`src/rtl/key_debounce_if.sv`:
```
// Key bank bundle: raw active-low button inputs and the debounced level/pulse outputs.
interface key_debounce_if #(
    parameter int NUM_KEYS = 4
);
    logic [NUM_KEYS-1:0] key_n;
    logic [NUM_KEYS-1:0] key_level;
    logic [NUM_KEYS-1:0] key_press;
    logic [NUM_KEYS-1:0] key_release;
    logic [NUM_KEYS-1:0] key_long;

    modport master (
        output key_n,
        input  key_level,
        input  key_press,
        input  key_release,
        input  key_long
    );

    modport slave (
        input  key_n,
        output key_level,
        output key_press,
        output key_release,
        output key_long
    );
endinterface

```
`src/rtl/key_debounce.sv`:
```
// Push-button debouncer: 2-flop synchroniser plus per-key stability FSM with press/release pulses.
// Optional long-press pulse per key is built when KEY_LONGPRESS_EN is defined.
module key_debounce #(
    parameter int NUM_KEYS     = 4,
    parameter int DEBOUNCE_CNT = 1000000,
    parameter int CNT_W        = 20,
    parameter int LONG_CNT     = 1000000
) (
    input  logic          clk,
    input  logic          rst_n,
    key_debounce_if.slave keys
);
    localparam logic [1:0] ST_IDLE         = 2'd0;
    localparam logic [1:0] ST_PRESS_WAIT   = 2'd1;
    localparam logic [1:0] ST_HELD         = 2'd2;
    localparam logic [1:0] ST_RELEASE_WAIT = 2'd3;

    localparam logic [CNT_W-1:0] CNT_LAST = CNT_W'(DEBOUNCE_CNT - 1);
    localparam logic [CNT_W-1:0] CNT_ONE  = CNT_W'(1);

    if (DEBOUNCE_CNT < 2 || LONG_CNT < 1 ||
        (longint'(1) << CNT_W) <= longint'(DEBOUNCE_CNT) ||
        (longint'(1) << CNT_W) <= longint'(LONG_CNT)) begin : g_param_check
        $error("key_debounce: illegal parameter combination");
    end

    logic [NUM_KEYS-1:0] sync_p0;
    logic [NUM_KEYS-1:0] sync_p1;
    logic [NUM_KEYS-1:0] sample;

    // Synchroniser resets to released so no phantom press appears after reset.
    always_ff @(posedge clk or negedge rst_n) begin
        if (!rst_n) begin
            sync_p0 <= '1;
            sync_p1 <= '1;
        end else begin
            sync_p0 <= keys.key_n;
            sync_p1 <= sync_p0;
        end
    end

    assign sample = ~sync_p1;

    for (genvar k = 0; k < NUM_KEYS; k++) begin : g_ch
        logic [1:0]       state;
        logic [CNT_W-1:0] cnt;
        logic             level_r;
        logic             press_r;
        logic             rel_r;
        logic             accept_press;
        logic             accept_release;

        assign accept_press   = (state == ST_PRESS_WAIT)   &&  sample[k] && (cnt == CNT_LAST);
        assign accept_release = (state == ST_RELEASE_WAIT) && !sample[k] && (cnt == CNT_LAST);

        always_ff @(posedge clk or negedge rst_n) begin
            if (!rst_n) begin
                state   <= ST_IDLE;
                cnt     <= '0;
                level_r <= 1'b0;
                press_r <= 1'b0;
                rel_r   <= 1'b0;
            end else begin
                press_r <= 1'b0;
                rel_r   <= 1'b0;
                case (state)
                    ST_IDLE: begin
                        if (sample[k]) begin
                            state <= ST_PRESS_WAIT;
                            cnt   <= CNT_ONE;
                        end else begin
                            cnt <= '0;
                        end
                    end
                    ST_PRESS_WAIT: begin
                        if (!sample[k]) begin
                            state <= ST_IDLE;
                            cnt   <= '0;
                        end else if (accept_press) begin
                            state   <= ST_HELD;
                            level_r <= 1'b1;
                            press_r <= 1'b1;
                            cnt     <= '0;
                        end else begin
                            cnt <= cnt + CNT_ONE;
                        end
                    end
                    ST_HELD: begin
                        if (!sample[k]) begin
                            state <= ST_RELEASE_WAIT;
                            cnt   <= CNT_ONE;
                        end else begin
                            cnt <= '0;
                        end
                    end
                    ST_RELEASE_WAIT: begin
                        if (sample[k]) begin
                            state <= ST_HELD;
                            cnt   <= '0;
                        end else if (accept_release) begin
                            state   <= ST_IDLE;
                            level_r <= 1'b0;
                            rel_r   <= 1'b1;
                            cnt     <= '0;
                        end else begin
                            cnt <= cnt + CNT_ONE;
                        end
                    end
                    default: begin
                        state <= ST_IDLE;
                        cnt   <= '0;
                    end
                endcase
            end
        end

        assign keys.key_level[k]   = level_r;
        assign keys.key_press[k]   = press_r;
        assign keys.key_release[k] = rel_r;

`ifdef KEY_LONGPRESS_EN
        localparam logic [CNT_W-1:0] HOLD_MAX  = CNT_W'(LONG_CNT);
        localparam logic [CNT_W-1:0] HOLD_FIRE = CNT_W'(LONG_CNT - 1);

        logic [CNT_W-1:0] hold;
        logic             long_r;

        // Saturating at LONG_CNT means the fire value is crossed only once per press,
        // and bounce back into HELD resumes counting from the frozen value.
        always_ff @(posedge clk or negedge rst_n) begin
            if (!rst_n) begin
                hold   <= '0;
                long_r <= 1'b0;
            end else begin
                long_r <= 1'b0;
                if (accept_press || accept_release) begin
                    hold <= '0;
                end else if (state == ST_HELD) begin
                    if (hold != HOLD_MAX) begin
                        hold <= hold + CNT_ONE;
                    end
                    if (hold == HOLD_FIRE) begin
                        long_r <= 1'b1;
                    end
                end
            end
        end

        assign keys.key_long[k] = long_r;
`else
        assign keys.key_long[k] = 1'b0;
`endif
    end
endmodule

```
`src/flat_wrapper.sv`:
```
// flat-port wrapper written by rule: the top's interface ports become plain ports
module key_debounce_flat 
#(
    parameter int NUM_KEYS     = 4,
    parameter int DEBOUNCE_CNT = 1000000,
    parameter int CNT_W        = 20,
    parameter int LONG_CNT     = 1000000
)
  (clk, rst_n, keys_key_n, keys_key_level, keys_key_press, keys_key_release, keys_key_long);
  key_debounce_if #(.NUM_KEYS(NUM_KEYS)) keys_i ();
  input  logic clk;
  input  logic rst_n;
  input wire logic [$bits(keys_i.key_n)-1:0] keys_key_n;
  output wire logic [$bits(keys_i.key_level)-1:0] keys_key_level;
  output wire logic [$bits(keys_i.key_press)-1:0] keys_key_press;
  output wire logic [$bits(keys_i.key_release)-1:0] keys_key_release;
  output wire logic [$bits(keys_i.key_long)-1:0] keys_key_long;
  assign keys_i.key_n = keys_key_n;
  assign keys_key_level = keys_i.key_level;
  assign keys_key_press = keys_i.key_press;
  assign keys_key_release = keys_i.key_release;
  assign keys_key_long = keys_i.key_long;
  key_debounce #(.NUM_KEYS(NUM_KEYS), .DEBOUNCE_CNT(DEBOUNCE_CNT), .CNT_W(CNT_W), .LONG_CNT(LONG_CNT)) u_core (.clk(clk), .rst_n(rst_n), .keys(keys_i));
endmodule
```
`config.mk`:
```
export PLATFORM = sky130hd
export DESIGN_NAME = key_debounce_flat
export DESIGN_NICKNAME = d
export VERILOG_FILES = /design/src/rtl/key_debounce_if.sv /design/src/rtl/key_debounce.sv /design/src/flat_wrapper.sv
export SDC_FILE = /design/constraint.sdc
export NUM_CORES = 1
export LEC_CHECK = 0
export ABC_AREA = 1
export BUFFER_PORTS_ARGS = -buffer_cell sky130_fd_sc_hd__buf_2
export CAP_MARGIN = 15
export CELL_PAD_IN_SITES_DETAIL_PLACEMENT = 0
export CELL_PAD_IN_SITES_GLOBAL_PLACEMENT = 2
export CORE_MARGIN = 4
export CORE_UTILIZATION = 35
export DETAILED_ROUTE_END_ITERATION = 10
export GPL_ROUTABILITY_DRIVEN = 0
export MAX_ROUTING_LAYER = met4
export PLACE_DENSITY_LB_ADDON = 0.05
export REMOVE_ABC_BUFFERS = 1
export SLEW_MARGIN = 10
export SYNTH_ARGS = -nofsm -noshare
export SYNTH_HDL_FRONTEND = slang
export SYNTH_SLANG_ARGS = --single-unit
```
`constraint.sdc`:
```
create_clock -name clk -period 4.55 [get_ports clk]
set_input_delay 0.2275 -clock clk [delete_from_list [all_inputs] [get_ports clk]]
set_output_delay 0.2275 -clock clk [all_outputs]
set_load 0.1 [all_outputs]
```
Word level (Yosys, flattened, before mapping)
Index checks and enable logic that the tools add are counted.
Widths: inputs -> output; s select.
- logic and storage cells: 211
- input port bits: 6
- register bits: 108
- output and inout bits: 16
- mux-type cells: 100
- bitwise operators: 1
- eq/ne operators: 48
- add/subtract/negate cells: 4
- reductions and logical operators: 36
- operators with widths (operator ; count):
    $mux 20 ; 16
    $pmux 20 s4 ; 4
    $add 20x1->20 const B ; 4
    $eq 20x20->1 const B ; 4
    $mux 1 ; 48
    $mux 2 ; 24
    $ne 2x1->1 const B ; 16
    $pmux 2 s4 ; 4
    $reduce_and 5->1 ; 4
    $eq 2x2->1 const B ; 8
    $logic_and 1x1->1 ; 16
    $ne 2x2->1 const B ; 8
    $reduce_and 4->1 ; 4
    $ne 3x1->1 const B ; 4
    $ne 3x3->1 const B ; 4
    $eq 2x1->1 const B ; 4
    $logic_not 2->1 ; 4
    $pmux 1 s2 ; 4
    $reduce_bool 2->1 ; 4
    $logic_not 1->1 ; 4
    $not 4->4 ; 1

Depth between registers and ports, before layout
- word-level depth: 7
- gate-level depth with buffers: 9
- gate-level depth less buffers: 9

Worst setup path after synthesis
No wires, ideal clock.
- path type: flip-flop to flip-flop
- start point: register u_core.g_ch[3].cnt[0]
- end point: register u_core.g_ch[3].cnt[0]
- buffers on the path: 1
- stages on the path, launching flop included: 8
- required time: 4.428 ns
- period minus slack after synthesis: 1.463 ns
- arrival: 1.341 ns
- setup slack: 3.087 ns
- setup time: 0.122 ns
- path through: dfrtp_1 -> ha_1 -> nand2_1 -> nor2_2 -> nand2_1 -> o21bai_1 -> buf_2 -> o21ai_1
- cells in the longest elaborated chain, start to end: 5
- elaborated cells between the ends (all ways): 9
- those cells by class: 1 x add/sub; 1 x eq/ne; 5 x mux; 2 x reduce/logical
- ends and longest elaborated chain (item ; RTL line ; text):
    from (decl) ; key_debounce.sv:46 ; logic [CNT_W-1:0] cnt;
    from (signal assigned) ; key_debounce.sv:85 ; cnt <= cnt + CNT_ONE;
    from (signal assigned) ; key_debounce.sv:106 ; cnt <= cnt + CNT_ONE;
    parallel branches: the longest is 4 deep, another holds $add 20x1->20 ; n/a ;
    $pmux 20 s4 * ; key_debounce.sv:66 ; case (state)
Mark *: on every way between the ends.
A chain may end at the register's enable or synchronous reset.

Worst setup path after layout
Ends and elaborated chain as after synthesis.

==> flow_summary_export.csv <==
group,metric,value,unit
die,dieWidth,136,µm
placement,place_hpwl,9360,µm
clocking,cts_buffers,9,
timing,tightestPinTransition,0.904,ns
critical_path,slowest_stage,"o21bai_1",
timing,post-route-period-util,50.1,%
timing,min_period,2.28,ns
critical_path,r2r_slack,2.27,ns
drt,wire_per_inst,12.7,µm
global_routing,antenna_found_initial,0,
critical_path,crit_path_max_fanout,11,
power_and_ir_drop,p_int,1380,µW
power_and_ir_drop,ir_drop,0.000188,V
timing,final_max_slew_viol_count,0,
critical_path,path_class,"flip-flop to flip-flop",
drt,ant_nets,0,
layout,fillers,1694,
timing,hold_viol_final,0,
global_routing,grt_pass1_vias,4416,
critical_path,path_cells,"ha_1, nand2_1, nor2_2, nand2_1, o21bai_1, buf_4, o21ai_1",
clocking,insertion_delay,0.35,ns
layout,syn2layout_area_growth,9.41,%
outcome,outcome,"complete, no violations",
hold_path,hold_path.class,"input port to async pin",
synth,syn_area,5770,µm²
global_routing,grt_max_degree,71,
critical_path,cp_top_family,"compound AO/OA/AOI/OAI gates",
global_routing,grt_first_pass_wirelength,21800,µm
timing,clock.fmax,0.438,GHz
synth,synth_cells,763,
die,ios,22,
power_and_ir_drop,p_seq_share,53.9,%
drt,drt_first_iter_violations,243,
synth,synth_seq_cells,108,
power_and_ir_drop,sw_frac_of_total,24.3,%
synth,yosys.area_share.adder,0.867,%
synth,synthDistinctLibCells,31,
critical_path,worstRegToRegCells,7,
layout,antenna_cells,0,
power_and_ir_drop,p_leak,0.00261,µW
timing,rsz0062_at_grt,"false",
synth,yosys.area_share.xor_xnor,6.68,%
global_routing,gr-total-overflow,0,
timing,relSlewSlack,39.7,%
drt,vias_per_cell,4.62,
layout,regArea,2710,µm²
clocking,post_cts_resized,0,
synth,synthSimpleGateAreaFrac,34.9,%
die,std_cell_rows,46,
synth,synth.mux.area_fraction,0,%
synth,yosysSeqAreaShare,47.0,%
global_routing,grt_usage,15.2,%
critical_path,r2r_end,"u_core.g_ch[3].cnt[0]$_DFF_PN0_",
clocking,cts_max_level,3,
drt,drcViolationCount,0,
placement,port_buffers,17,
layout,drive_gt1_share,7.40,%
clocking,cts_tree,"done",
synth,synth_compound_area_share,2.71,%
synth,synth.yosys.warnings,0,
flow_run,drv_cap,0,
critical_path,crit_required,4.78,ns
timing,setup_viol,0,
die,coreArea,16000,µm²
timing,tns,0,ns
critical_path,crit_top_cell,"nand2_1",
critical_path,slowest_delay,0.66,ns
timing,final.setup_skew,0.00570,ns
critical_path,r2r_start,"u_core.g_ch[3].cnt[0]$_DFF_PN0_",
drt,vias,4624,
critical_path,critPathLaunch,"u_core.g_ch[3].cnt[0]$_DFF_PN0_",
die,fp.dieArea,18600,µm²
drt,wl,12700,µm
critical_path,cp-end-kind,"flip-flop",
die,die-height,136,µm
power_and_ir_drop,p_switching,444,µW
drt,first_pass_iters,4,
critical_path,start_kind,"flip-flop",
clocking,clock_tree.root_cell,"clkbuf_16",
die,start_util,36.1,%
clocking,path_clk_slew,0.07,ns
synth,synth_top_family_by_area,"simple AND/OR/NAND/NOR gates",
power_and_ir_drop,p_comb_share,4.5,%
clocking,cts.path.max_buffers,2,
critical_path,worstPathArrival,2.51,ns
clocking,clock-sinks,108,
power_and_ir_drop,clkPwrFrac,41.5,%
layout,multi_input_area,2620,µm²
power_and_ir_drop,power.density,289,nW/µm²
critical_path,crit_buf_inv,1,
layout,nets,789,
power_and_ir_drop,power,1820,µW
synth,syn_avg_cell_area,7.57,µm²
-- synthesized netlist by cell type (all sizes together) --
library cell	number	area (µm²)
buf	21	160
xnor2	13	114
dfrtp	100	2500
conb	1	3.75
inv	77	289
o21ai	11	55.1
nor3b	1	18.8
nor2	204	781
nand3b	3	22.5
a21o	1	7.51
nand2	186	713
a21oi	11	55.1
ha	4	50.1
a31oi	5	31.3
and2	1	6.26
nor4	3	18.8
nand3	46	263
nand4	13	81.3
or2	1	6.26
dfstp	8	210
xor2	31	272
nor3	21	105
o21bai	1	7.51
-- layer usage --
metal / vias up / track usage, % / wire length, µm
li1: 2397 / - / -
met1: 2184 / 20.9 / 6650
met2: 32 / 23.0 / 5660
met3: 11 / 3.59 / 291
met4: 0 / 3.36 / 135
met5: - / - / 0
-- sequential cells by signal (all words and copies together) (netlist names), named ones only --
name                 flops
u_core.g_ch.state        4
u_core.sync_p1           4
u_core.g_ch.level_r      4
u_core.sync_p0           4
u_core.g_ch.rel_r        4
u_core.g_ch.press_r      4
u_core.g_ch.cnt         80
-- logic make-up after synthesis --
logic type,count (synthesis)
and+or+nand+nor,479
DFF,108
buffers and inverters,98
xor gates and xnor gates,44
AOI/OAI and AO/OA,29
adders and majority gates,4
other,1
-- power groups by stage --
stage	sequential (µW)	combinational [µW]	clock, µW
6_report	984	82.5	757
5_1_grt	986	95.4	829
4_1_cts	984	86.5	794
3_5_place_dp	1000	82.8	0
3_3_place_gp	1000	82.2	0
2_1_floorplan	1000	47.0	0
-- area by class of cell --
cell class | count | share of cell area [%]
Multi-Input combinational cell | 560 | 41.5
Clock buffer | 11 | 3.84
Inverter | 77 | 4.58
Timing Repair Buffer | 23 | 2.26
Tap cell | 216 | 4.28
Sequential cell | 108 | 42.9
Clock inverter | 5 | 0.574
-- through the flow --
stage / setup WS [ns] / area (µm²) / hold WS (ns) / instances / util [%]
finish: 2.27 / 6320 / 0.00399 / 1000 / 39.5
CTS: 2.21 / 6320 / 0.0321 / 1000 / 39.5
detailed placement: 2.24 / 6000 / 0.335 / 980 / 37.5
global route: 2.02 / 6320 / 0.0783 / 1000 / 39.5
floorplan: 2.59 / 5620 / -0.0681 / 745 / -
global placement: 2.34 / 6000 / 0.333 / 980 / 37.5
-- how the worst max path moves through the flow --
stage | end | slack, ns | depth (start not counted)
5_1_grt | u_core.g_ch[3].cnt[0]$_DFF_PN0_ | 2.02 | 7
6_report | u_core.g_ch[3].cnt[0]$_DFF_PN0_ | 2.27 | 7
4_1_cts | u_core.g_ch[3].cnt[0]$_DFF_PN0_ | 2.21 | 7
2_1_floorplan | u_core.g_ch[3].cnt[11]$_DFF_PN0_ | 2.59 | 6
3_5_place_dp | u_core.g_ch[3].cnt[0]$_DFF_PN0_ | 2.24 | 7
3_3_place_gp | u_core.g_ch[3].cnt[0]$_DFF_PN0_ | 2.34 | 7
-- what timing repair did --
| action | CTS | global route |
|---|---|---|
| hold endpoints to repair | 4 | 0 |
| setup buffers | 0 | 0 |
| hold buffers | 4 | 0 |
-- placed cells by master (no fill, tap or decap) --
cell type and instances:
nor2_1 198, nand2_1 182, dfrtp_1 100, inv_1 77
nand3_1 41, xor2_1 31, nor3_1 21, buf_2 16
xnor2_1 13, nand4_1 13, a21oi_1 11, o21ai_0 10
clkbuf_16 9, dfstp_2 8, nor2_2 6, a31oi_1 5
nand3_2 4, ha_1 4, conb_1 4, dlygate4sd3_1 4
nand2_2 3, nand3b_1 3, nor4_1 3, clkinvlp_4 3
buf_4 3, o21bai_1 1, o21ai_1 1, nor3b_4 1
nand3_4 1, nand2_4 1, and2_1 1, a21o_1 1
or2_0 1, clkbuf_1 1, clkinv_2 1, clkbuf_8 1
inv_6 1
Note: power is estimated with default switching activity, not from simulation.
